<file path="src/rtl/pipe_pkg.sv">
// pipe_pkg: shared FSM state type, control-bundle layout and bubble constant for pipeline stages
package pipe_pkg;

   typedef enum logic [1:0] {
      EMPTY = 2'd0,
      ONE   = 2'd1,
      FULL  = 2'd2
   } state_t;

   localparam int ALU_OP_W      = 3;
   localparam int FLAG_W        = 1;
   localparam int ALU_OP_OFS    = 0;
   localparam int ALU_SRC_OFS   = ALU_OP_OFS + ALU_OP_W;
   localparam int REG_DST_OFS   = ALU_SRC_OFS + FLAG_W;
   localparam int MEM_WR_OFS    = REG_DST_OFS + FLAG_W;
   localparam int MEM_RD_OFS    = MEM_WR_OFS + FLAG_W;
   localparam int DATA_SRC_OFS  = MEM_RD_OFS + FLAG_W;
   localparam int WR_REG_OFS    = DATA_SRC_OFS + FLAG_W;
   localparam int ZERO_CTL_OFS  = WR_REG_OFS + FLAG_W;
   localparam int CTRL_BUNDLE_W = ZERO_CTL_OFS + FLAG_W;

   localparam logic [CTRL_BUNDLE_W-1:0] CTRL_BUBBLE = '0;

   // True when a control bundle would update architectural state downstream
   function automatic logic ctrl_writes(input logic [CTRL_BUNDLE_W-1:0] c);
      return c[MEM_WR_OFS] | c[WR_REG_OFS];
   endfunction

endpackage

</file>
<file path="src/rtl/pipe_slot.sv">
// pipe_slot: one payload+control register with load and control-clear
module pipe_slot #(
   parameter int DATA_W = 116,
   parameter int CTRL_W = 10
) (
   input  logic              clk,
   input  logic              rst,
   input  logic              load,
   input  logic              clr,
   input  logic [DATA_W-1:0] d_data,
   input  logic [CTRL_W-1:0] d_ctrl,
   output logic [DATA_W-1:0] q_data,
   output logic [CTRL_W-1:0] q_ctrl
);

   logic [DATA_W-1:0] data_d, data_q;
   logic [CTRL_W-1:0] ctrl_d, ctrl_q;

   // Clearing only touches control so a dropped entry can never write; payload stays stale
   always_comb begin
      data_d = load ? d_data : data_q;
      ctrl_d = clr ? '0 : (load ? d_ctrl : ctrl_q);
   end

   // Slot register
   always_ff @(posedge clk or posedge rst) begin
      if (rst) begin
         data_q <= '0;
         ctrl_q <= '0;
      end else begin
         data_q <= data_d;
         ctrl_q <= ctrl_d;
      end
   end

   assign q_data = data_q;
   assign q_ctrl = ctrl_q;

endmodule

</file>
<file path="src/rtl/pipe_stage_buf.sv">
// pipe_stage_buf: elastic two-entry skid pipeline register with flush and bubble counter
module pipe_stage_buf
   import pipe_pkg::*;
#(
   parameter int DATA_W = 116,
   parameter int CTRL_W = CTRL_BUNDLE_W,
   parameter int CNT_W  = 16
) (
   input  logic              clk,
   input  logic              rst,
   input  logic              in_valid,
   output logic              in_ready,
   input  logic [DATA_W-1:0] in_data,
   input  logic [CTRL_W-1:0] in_ctrl,
   input  logic              flush,
   output logic              out_valid,
   input  logic              out_ready,
   output logic [DATA_W-1:0] out_data,
   output logic [CTRL_W-1:0] out_ctrl,
   output logic [CNT_W-1:0]  bubble_cnt
);

   state_t            state_q, state_d;
   logic              in_ready_q, in_ready_d;
   logic [CNT_W-1:0]  bubble_cnt_q, bubble_cnt_d;
   logic              in_xfer, out_xfer;
   logic              main_load, skid_load, main_from_skid;
   logic [DATA_W-1:0] main_data, skid_data, main_in_data;
   logic [CTRL_W-1:0] main_ctrl, skid_ctrl, main_in_ctrl;

   assign out_valid = (state_q != EMPTY);

   // Next state, slot loads and registered in_ready; flush overrides every transition
   always_comb begin
      in_xfer        = in_valid & in_ready_q;
      out_xfer       = out_valid & out_ready;
      state_d        = state_q;
      main_load      = 1'b0;
      skid_load      = 1'b0;
      main_from_skid = 1'b0;
      case (state_q)
         EMPTY: begin
            if (in_xfer) begin
               main_load = 1'b1;
               state_d   = ONE;
            end
         end
         ONE: begin
            if (in_xfer && out_xfer) begin
               main_load = 1'b1;
            end else if (in_xfer) begin
               skid_load = 1'b1;
               state_d   = FULL;
            end else if (out_xfer) begin
               state_d = EMPTY;
            end
         end
         FULL: begin
            if (out_xfer) begin
               main_load      = 1'b1;
               main_from_skid = 1'b1;
               state_d        = ONE;
            end
         end
         default: state_d = EMPTY;
      endcase
      if (flush) begin
         state_d        = EMPTY;
         main_load      = 1'b0;
         skid_load      = 1'b0;
         main_from_skid = 1'b0;
      end
      in_ready_d   = (state_d != FULL);
      main_in_data = main_from_skid ? skid_data : in_data;
      main_in_ctrl = main_from_skid ? skid_ctrl : in_ctrl;
   end

   // Saturating count of cycles where downstream was ready but got nothing
   always_comb begin
      bubble_cnt_d = (out_ready && !out_valid && bubble_cnt_q != '1) ? bubble_cnt_q + CNT_W'(1) : bubble_cnt_q;
   end

   // Control state registers
   always_ff @(posedge clk or posedge rst) begin
      if (rst) begin
         state_q      <= EMPTY;
         in_ready_q   <= 1'b0;
         bubble_cnt_q <= '0;
      end else begin
         state_q      <= state_d;
         in_ready_q   <= in_ready_d;
         bubble_cnt_q <= bubble_cnt_d;
      end
   end

   pipe_slot #(.DATA_W(DATA_W), .CTRL_W(CTRL_W)) u_main (
      .clk    (clk),
      .rst    (rst),
      .load   (main_load),
      .clr    (flush),
      .d_data (main_in_data),
      .d_ctrl (main_in_ctrl),
      .q_data (main_data),
      .q_ctrl (main_ctrl)
   );

   pipe_slot #(.DATA_W(DATA_W), .CTRL_W(CTRL_W)) u_skid (
      .clk    (clk),
      .rst    (rst),
      .load   (skid_load),
      .clr    (flush),
      .d_data (in_data),
      .d_ctrl (in_ctrl),
      .q_data (skid_data),
      .q_ctrl (skid_ctrl)
   );

   assign in_ready   = in_ready_q;
   assign out_data   = main_data;
   assign out_ctrl   = out_valid ? main_ctrl : CTRL_W'(CTRL_BUBBLE);
   assign bubble_cnt = bubble_cnt_q;

endmodule

</file>
<file path="config.mk">
export PLATFORM = sky130hd
export DESIGN_NAME = pipe_stage_buf
export DESIGN_NICKNAME = d
export VERILOG_FILES = /design/src/rtl/pipe_pkg.sv /design/src/rtl/pipe_slot.sv /design/src/rtl/pipe_stage_buf.sv
export SDC_FILE = /design/constraint.sdc
export NUM_CORES = 1
export LEC_CHECK = 0
export BUFFER_PORTS_ARGS = -buffer_cell sky130_fd_sc_hd__buf_4
export CORE_AREA = 2 2 162 227
export CTS_CLUSTER_DIAMETER = 40
export DETAILED_ROUTE_END_ITERATION = 16
export DIE_AREA = 0 0 164 229
export PLACE_DENSITY_LB_ADDON = 0.1
export SLEW_MARGIN = 20
export SYNTH_ARGS = -nofsm -noshare
export SYNTH_HDL_FRONTEND = slang
export SYNTH_HIERARCHICAL = 1
export SYNTH_SLANG_ARGS = --single-unit
</file>
<file path="constraint.sdc">
create_clock -name clk -period 4.3 [get_ports clk]
set_input_delay 0.215 -clock clk [delete_from_list [all_inputs] [get_ports clk]]
set_output_delay 0.215 -clock clk [all_outputs]
set_load 0.02 [all_outputs]
</file>
== Yosys cells after proc, flatten, opt, wreduce, memory -nomap -nowiden ==
Index checks and enable logic that the tools add are counted.

* Memories: 0
* Word-level logic and storage cells: 46
* Bits in registers: 271
* Memory bits (writable): 0
* Bits in read-only memories: 0
* Bits in latches: 0
* Input port bits: 131

* Add/sub/neg operators: 1
* Divide/modulo/power cells: 0
* Multipliers: 0
* Muxes and demuxes: 24
* Reduce and logical (&&, ||, !) cells: 8
* Bitwise logic cells: 2
* Shift operators: 0
* $lt $le $gt $ge: 0
* Equality and inequality tests: 4

{| class="wikitable"
|+ Operators with widths
! operator !! count
|-
| $mux 116 || 1
|-
| $mux 10 || 6
|-
| $add 16x1->16 const B || 1
|-
| $ne 16x16->1 const B || 1
|-
| $mux 2 || 6
|-
| $mux 1 || 9
|-
| $pmux 2 s3 || 1
|-
| $reduce_bool 2->1 || 3
|-
| $logic_and 1x1->1 || 3
|-
| $pmux 1 s3 || 1
|-
| $and 1x1->1 || 2
|-
| $eq 2x1->1 const B || 1
|-
| $eq 2x2->1 const B || 1
|-
| $logic_not 2->1 || 1
|-
| $ne 2x2->1 const B || 1
|-
| $logic_not 1->1 || 1
|}

== Logic depth before layout (Yosys ltp) ==
* Word-level depth: 8
* Mapped depth: 9
* Depth with buffers taken out: 6

== Modules after synthesis ==
Netlist, hierarchy kept.

{| class="wikitable"
|+ By module, submodules not included
! module !! cells an instance !! sequential area each (µm²) !! instances !! area an instance (µm²)
|-
| pipe_slot || 278 || 3153.0 || 2 || 4824.6
|-
| pipe_stage_buf || 245 || 475.5 || 1 || 2600.0
|}

== Worst setup path after synthesis ==
OpenSTA, ideal clock, no wires.

* Path kind: reg2reg
* Start point: register in_ready_q (netlist: in_ready)
* End point: register u_main.data_q[58] (netlist: u_main/q_data[58])
* Path slack: 2475 ps
* Library setup time: 125 ps
* Cell stages (with the launch flop): 9
* Arrival time: 1700 ps
* Path through: dfrtp_1 > and3b_1 > a21oi_1 > a2bb2oi_1 > nor2_1 > buf_6 > buf_6 > buf_6 > mux2_4

* Longest elaborated chain between the ends: 5

{| class="wikitable"
|+ Ends and longest elaborated chain
! element !! line !! text
|-
| start: declaration || pipe_stage_buf.sv:24 || <nowiki>logic in_ready_q, in_ready_d;</nowiki>
|-
| start signal: assignment || pipe_stage_buf.sv:91 || <nowiki>in_ready_q <= in_ready_d;</nowiki>
|-
| $and 1x1->1 (*) || pipe_stage_buf.sv:35 || <nowiki>in_xfer = in_valid & in_ready_q;</nowiki>
|-
| $logic_and 1x1->1 || pipe_stage_buf.sv:49 || <nowiki>if (in_xfer && out_xfer) begin</nowiki>
|-
| $mux 1 || pipe_stage_buf.sv:49 ||
|-
| $pmux 1 s3 (*) || pipe_stage_buf.sv:41 || <nowiki>case (state_q)</nowiki>
|-
| $mux 1 (*) || pipe_stage_buf.sv:67 || <nowiki>if (flush) begin</nowiki>
|-
| named net main_load || pipe_stage_buf.sv:27 || <nowiki>logic main_load, skid_load, main_from_skid;</nowiki>
|-
| end signal: assignment || pipe_slot.sv:31 || <nowiki>data_q <= data_d;</nowiki>
|-
| end: declaration || pipe_slot.sv:16 || <nowiki>logic [DATA_W-1:0] data_d, data_q;</nowiki>
|}

The timed path passes the listed nets; every way through them passes the cells marked *.
A chain may end at the register's enable or synchronous reset.

== Final worst setup path ==
* Start point: register state_q[0]
* End point: register u_main.data_q[19] (netlist: u_main/q_data[19])

* Longest elaborated chain between the ends: 6

{| class="wikitable"
|+ Ends and longest elaborated chain
! element !! line !! text
|-
| start: declaration || pipe_stage_buf.sv:23 || <nowiki>state_t state_q, state_d;</nowiki>
|-
| start signal: assignment || pipe_stage_buf.sv:90 || <nowiki>state_q <= state_d;</nowiki>
|-
| $reduce_bool 2->1 || pipe_stage_buf.sv:31 || <nowiki>assign out_valid = (state_q != EMPTY);</nowiki>
|-
| $and 1x1->1 || pipe_stage_buf.sv:36 || <nowiki>out_xfer = out_valid & out_ready;</nowiki>
|-
| $mux 1 || pipe_stage_buf.sv:59 || <nowiki>if (out_xfer) begin</nowiki>
|-
| $mux 1 (*) || pipe_stage_buf.sv:41 ||
|-
| $mux 1 (*) || pipe_stage_buf.sv:67 ||
|-
| $mux 116 (*) || pipe_stage_buf.sv:74 || <nowiki>main_in_data = main_from_skid ? skid_data : in_data;</nowiki>
|-
| named net main_in_data[19] || pipe_stage_buf.sv:28 || <nowiki>logic [DATA_W-1:0] main_data, skid_data, main_in_data;</nowiki>
|}

Marked as above.

==> metrics.csv <==
metric,value,unit
max-cap-violations,0,
cts-resized-gates,0,
drt-pass1-iter-count,4,
unrepaired_setup_endpoints_after_global_routing,no,
gp_weighted_congestion,0.7081,
crit_top_cell,sky130_fd_sc_hd__mux2_2,
area_share_of_the_largest_cell_type_after_synthesis,0.5536,
required,4.72,ns
p_leak,7.859,nW
post_synth_and_or_nand_nor_area_fraction,0.03647,
gr-total-overflow,0,
htree_levels,2,
final-seq-area,6782,µm²
period_needed,2.532,ns
post_synth.cell_area_avg,15.29,µm²
nFillCells,3194,
clk_root_buffer_cell,sky130_fd_sc_hd__clkbuf_16,
routedWlPerCell,17.56,µm
timing_worst_setup_path_type,flip-flop to flip-flop,
timing.final.crit_share,0.5888,
via_count,7918,
ys_warn_count,6,
endpoint_kind,flip-flop,
grt_max_degree,81,
multi_input_comb_area,5129,µm²
chipWidth,164,µm
fin_nets,1344,
cp_max_fo,43,
antenna_found_initial,1,
clock-skew-final,0.02072,ns
mappedNetlistNets,933,
wl,29990,µm
hold_viol,0,
fraction_of_registers_with_async_set_or_reset_after_synthesis,1.000,
max_clock_freq,395.0,MHz
syn-cell-area,12250,µm²
grt_first_pass_wirelength,47840,µm
setup_violations,0,
remaining_drc_errors,0,
cts_sinks,271,
worst_path_cell_chain,"and4bb_4, buf_4, mux2_2, mux2_2",
number_of_buffers_inserted_during_clock_tree_synthesis,42,
grtUsageTotal,0.1612,
worst_path_max_delay_cell,sky130_fd_sc_hd__and4bb_4,
drive_gt1_frac,0.5847,
floorplan.core_area,35600,µm²
maxSlewViolCount,0,
dieArea,37560,µm²
cts_max_path_buffers,3,
vias_per_cell,4.636,
min-delay-path-class,primary input to flip-flop,
power_per_unit_of_standard_cell_area,519.2,nW/µm²
synth_adder_area_share,0.001021,
floorplan.initialDensity,0.3441,
synth_top_cell_by_area,sky130_fd_sc_hd__dfrtp_1,
i_o_buffers,274,
syn2layout_area_growth,42.79,%
num_io_pins,275,
synthXorXnorAreaFrac,0.009295,
synth.top_cells.by_area,"sky130_fd_sc_hd__dfrtp_1 55%, sky130_fd_sc_hd__mux2_2 28%, sky130_fd_sc_hd__mux2_4 7.4%",
post_synthesis_sequential_area_ratio,0.5536,
tritoncts_clock_tree,done,
ys_seq_elements,271,
worst-endpoint-arrival,2.95,ns
yosys.cell_types.count,39,
detail_route.iter0.violations,228,
die_y,229,µm
worstSetupStartpointType,flip-flop,
path_clk_slew,0.05,ns
power.ir.vdd_worst,0.3169,mV
synth_compound_area_frac,0.004086,
synth_top_family_by_area,multiplexers,
number_of_global_route_vias_before_repair,8608,
crit_path_max_delay_family,simple AND/OR/NAND/NOR gates,
final_critical_path_setup_slack,1.768,ns
cell_count_after_synthesis,801,
headroom_to_the_max_slew_limit,0.3935,
count_of_flip_flops_with_a_built_in_enable_after_synthesis,0,
dp.final_hpwl,18640,µm
ant_nets,0,
number_of_buffers_and_inverters_on_the_critical_path,1,
worstMarginPinSlew,0.9098,ns
yosys-mux-area-fraction,0.3665,
top_ff_cell_synth,sky130_fd_sc_hd__dfrtp_1,
clk-insertion-delay-late,0.54,ns
post-place-ws,1.677,ns
fp-row-count,82,
outcome,"finished, final reports clean",
summed_negative_setup_slack_over_all_endpoints,0,ns
cp_slowest_stage_delay,0.88,ns
area by class of cell:
class	count	share of cell area
flip-flops and latches	271	0.3877
multi-input cells	478	0.2932
repair buffers	413	0.1983
clock buffers	57	0.06968
well taps	462	0.03305
clock inverters	20	0.01602
inverters	6	0.001860
diodes	1	0.0001431
synth_stat cells (4+ instances only):
cell	number
sky130_fd_sc_hd__mux2_2	300
sky130_fd_sc_hd__dfrtp_1	271
sky130_fd_sc_hd__mux2_4	60
sky130_fd_sc_hd__nor2_1	30
sky130_fd_sc_hd__buf_2	26
sky130_fd_sc_hd__mux2i_1	21
sky130_fd_sc_hd__buf_6	17
sky130_fd_sc_hd__nor2b_1	10
sky130_fd_sc_hd__xor2_1	8
sky130_fd_sc_hd__inv_1	6
sky130_fd_sc_hd__nand2_1	5
sky130_fd_sc_hd__nand3_1	5
sky130_fd_sc_hd__xnor2_1	5
sky130_fd_sc_hd__nand4_1	4
layer usage:
layer / vias to the layer above / track usage / wire (µm)
li1: 3704 / - / -
met1: 3963 / 0.1957 / 12290
met2: 198 / 0.2770 / 15220
met3: 53 / 0.04111 / 1755
met4: 0 / 0.05400 / 728
met5: - / 0 / 0
sequential cells by signal (all words and copies together) (netlist names):
name,count
u_main/q_data,116
u_skid/q_data,116
bubble_cnt,16
u_main/q_ctrl,10
u_skid/q_ctrl,10
state_q,2
in_ready,1
timing repair:
| action | CTS | global route |
|---|---|---|
| hold endpoints to repair | 300 | 0 |
| setup buffers | 0 | 0 |
| hold buffers | 127 | 0 |
| endpoints found under the setup margin | 0 | 0 |
cell families (layout without fill, tap and decap cells):
logic type / count (synthesis) / in the layout
xor gates and xnor gates: 13 / 13
muxes: 381 / 381
and+or+nand+nor: 76 / 76
other: 0 / 1
DFF: 271 / 271
adders and majority gates: 1 / 1
buffers and inverters: 52 / 496
AOI/OAI and AO/OA: 7 / 7
per-stage QoR:
step	instances	power, W	area, µm²	hold WS (ns)	utilization
detailed placement	1503	0.005459	14720	0.4586	0.4134
floorplan	801	0.004671	12250	0.1661	-
CTS	1707	0.009233	17490	0.03433	0.4912
global route	1708	0.009547	17490	0.05529	0.4913
global placement	1503	0.005427	14720	0.4539	0.4134
finish	1708	0.009080	17490	0.06042	0.4913
power breakdown:
part           internal (W)  switching (W)  leakage (nW)  total [W]
logic               0.00113       0.000860          3.83    0.00199
registers           0.00317       0.000337          3.30    0.00351
clock network       0.00235        0.00124         0.731    0.00359
total               0.00665        0.00243          7.86    0.00908
cell usage in the layout (no fill, tap or decap), types with 2 or more instances in the layout:
master,instances
sky130_fd_sc_hd__nor2b_1,10
sky130_fd_sc_hd__nand3_1,5
sky130_fd_sc_hd__mux2_2,300
sky130_fd_sc_hd__clkinv_2,5
sky130_fd_sc_hd__and3_1,2
sky130_fd_sc_hd__bufinv_16,6
sky130_fd_sc_hd__nand2_1,5
sky130_fd_sc_hd__mux2_4,60
sky130_fd_sc_hd__nor3b_1,3
sky130_fd_sc_hd__nand4_1,4
sky130_fd_sc_hd__clkinvlp_4,3
sky130_fd_sc_hd__mux2i_1,21
sky130_fd_sc_hd__xor2_1,8
sky130_fd_sc_hd__nor3_1,2
sky130_fd_sc_hd__buf_4,282
sky130_fd_sc_hd__buf_12,4
sky130_fd_sc_hd__nor4_1,3
sky130_fd_sc_hd__inv_6,4
sky130_fd_sc_hd__clkbuf_16,43
sky130_fd_sc_hd__xnor2_1,5
sky130_fd_sc_hd__dlygate4sd3_1,127
sky130_fd_sc_hd__inv_1,4
sky130_fd_sc_hd__clkbuf_1,5
sky130_fd_sc_hd__dfrtp_1,271
sky130_fd_sc_hd__clkbuf_8,9
sky130_fd_sc_hd__nor2_1,29
sky130_fd_sc_hd__clkinv_4,4
path summary, 6_finish.rpt:
check	startpoint	end	slack (ns)	depth (start not counted)
worst max-delay path	state_q[0]	u_main/q_data[19]	1.77	4
worst min-delay path	flush	u_skid/q_ctrl[2]	0.06	2
worst max register to register	state_q[0]	u_main/q_data[19]	1.77	4
worst min register to register	u_skid/q_data[95]	u_skid/q_data[95]	0.50	1
max in group asynchronous	rst	u_main/q_data[27]	2.91	4
min in group asynchronous	rst	u_skid/q_data[35]	0.45	3
(Power assumes the default switching activity.)
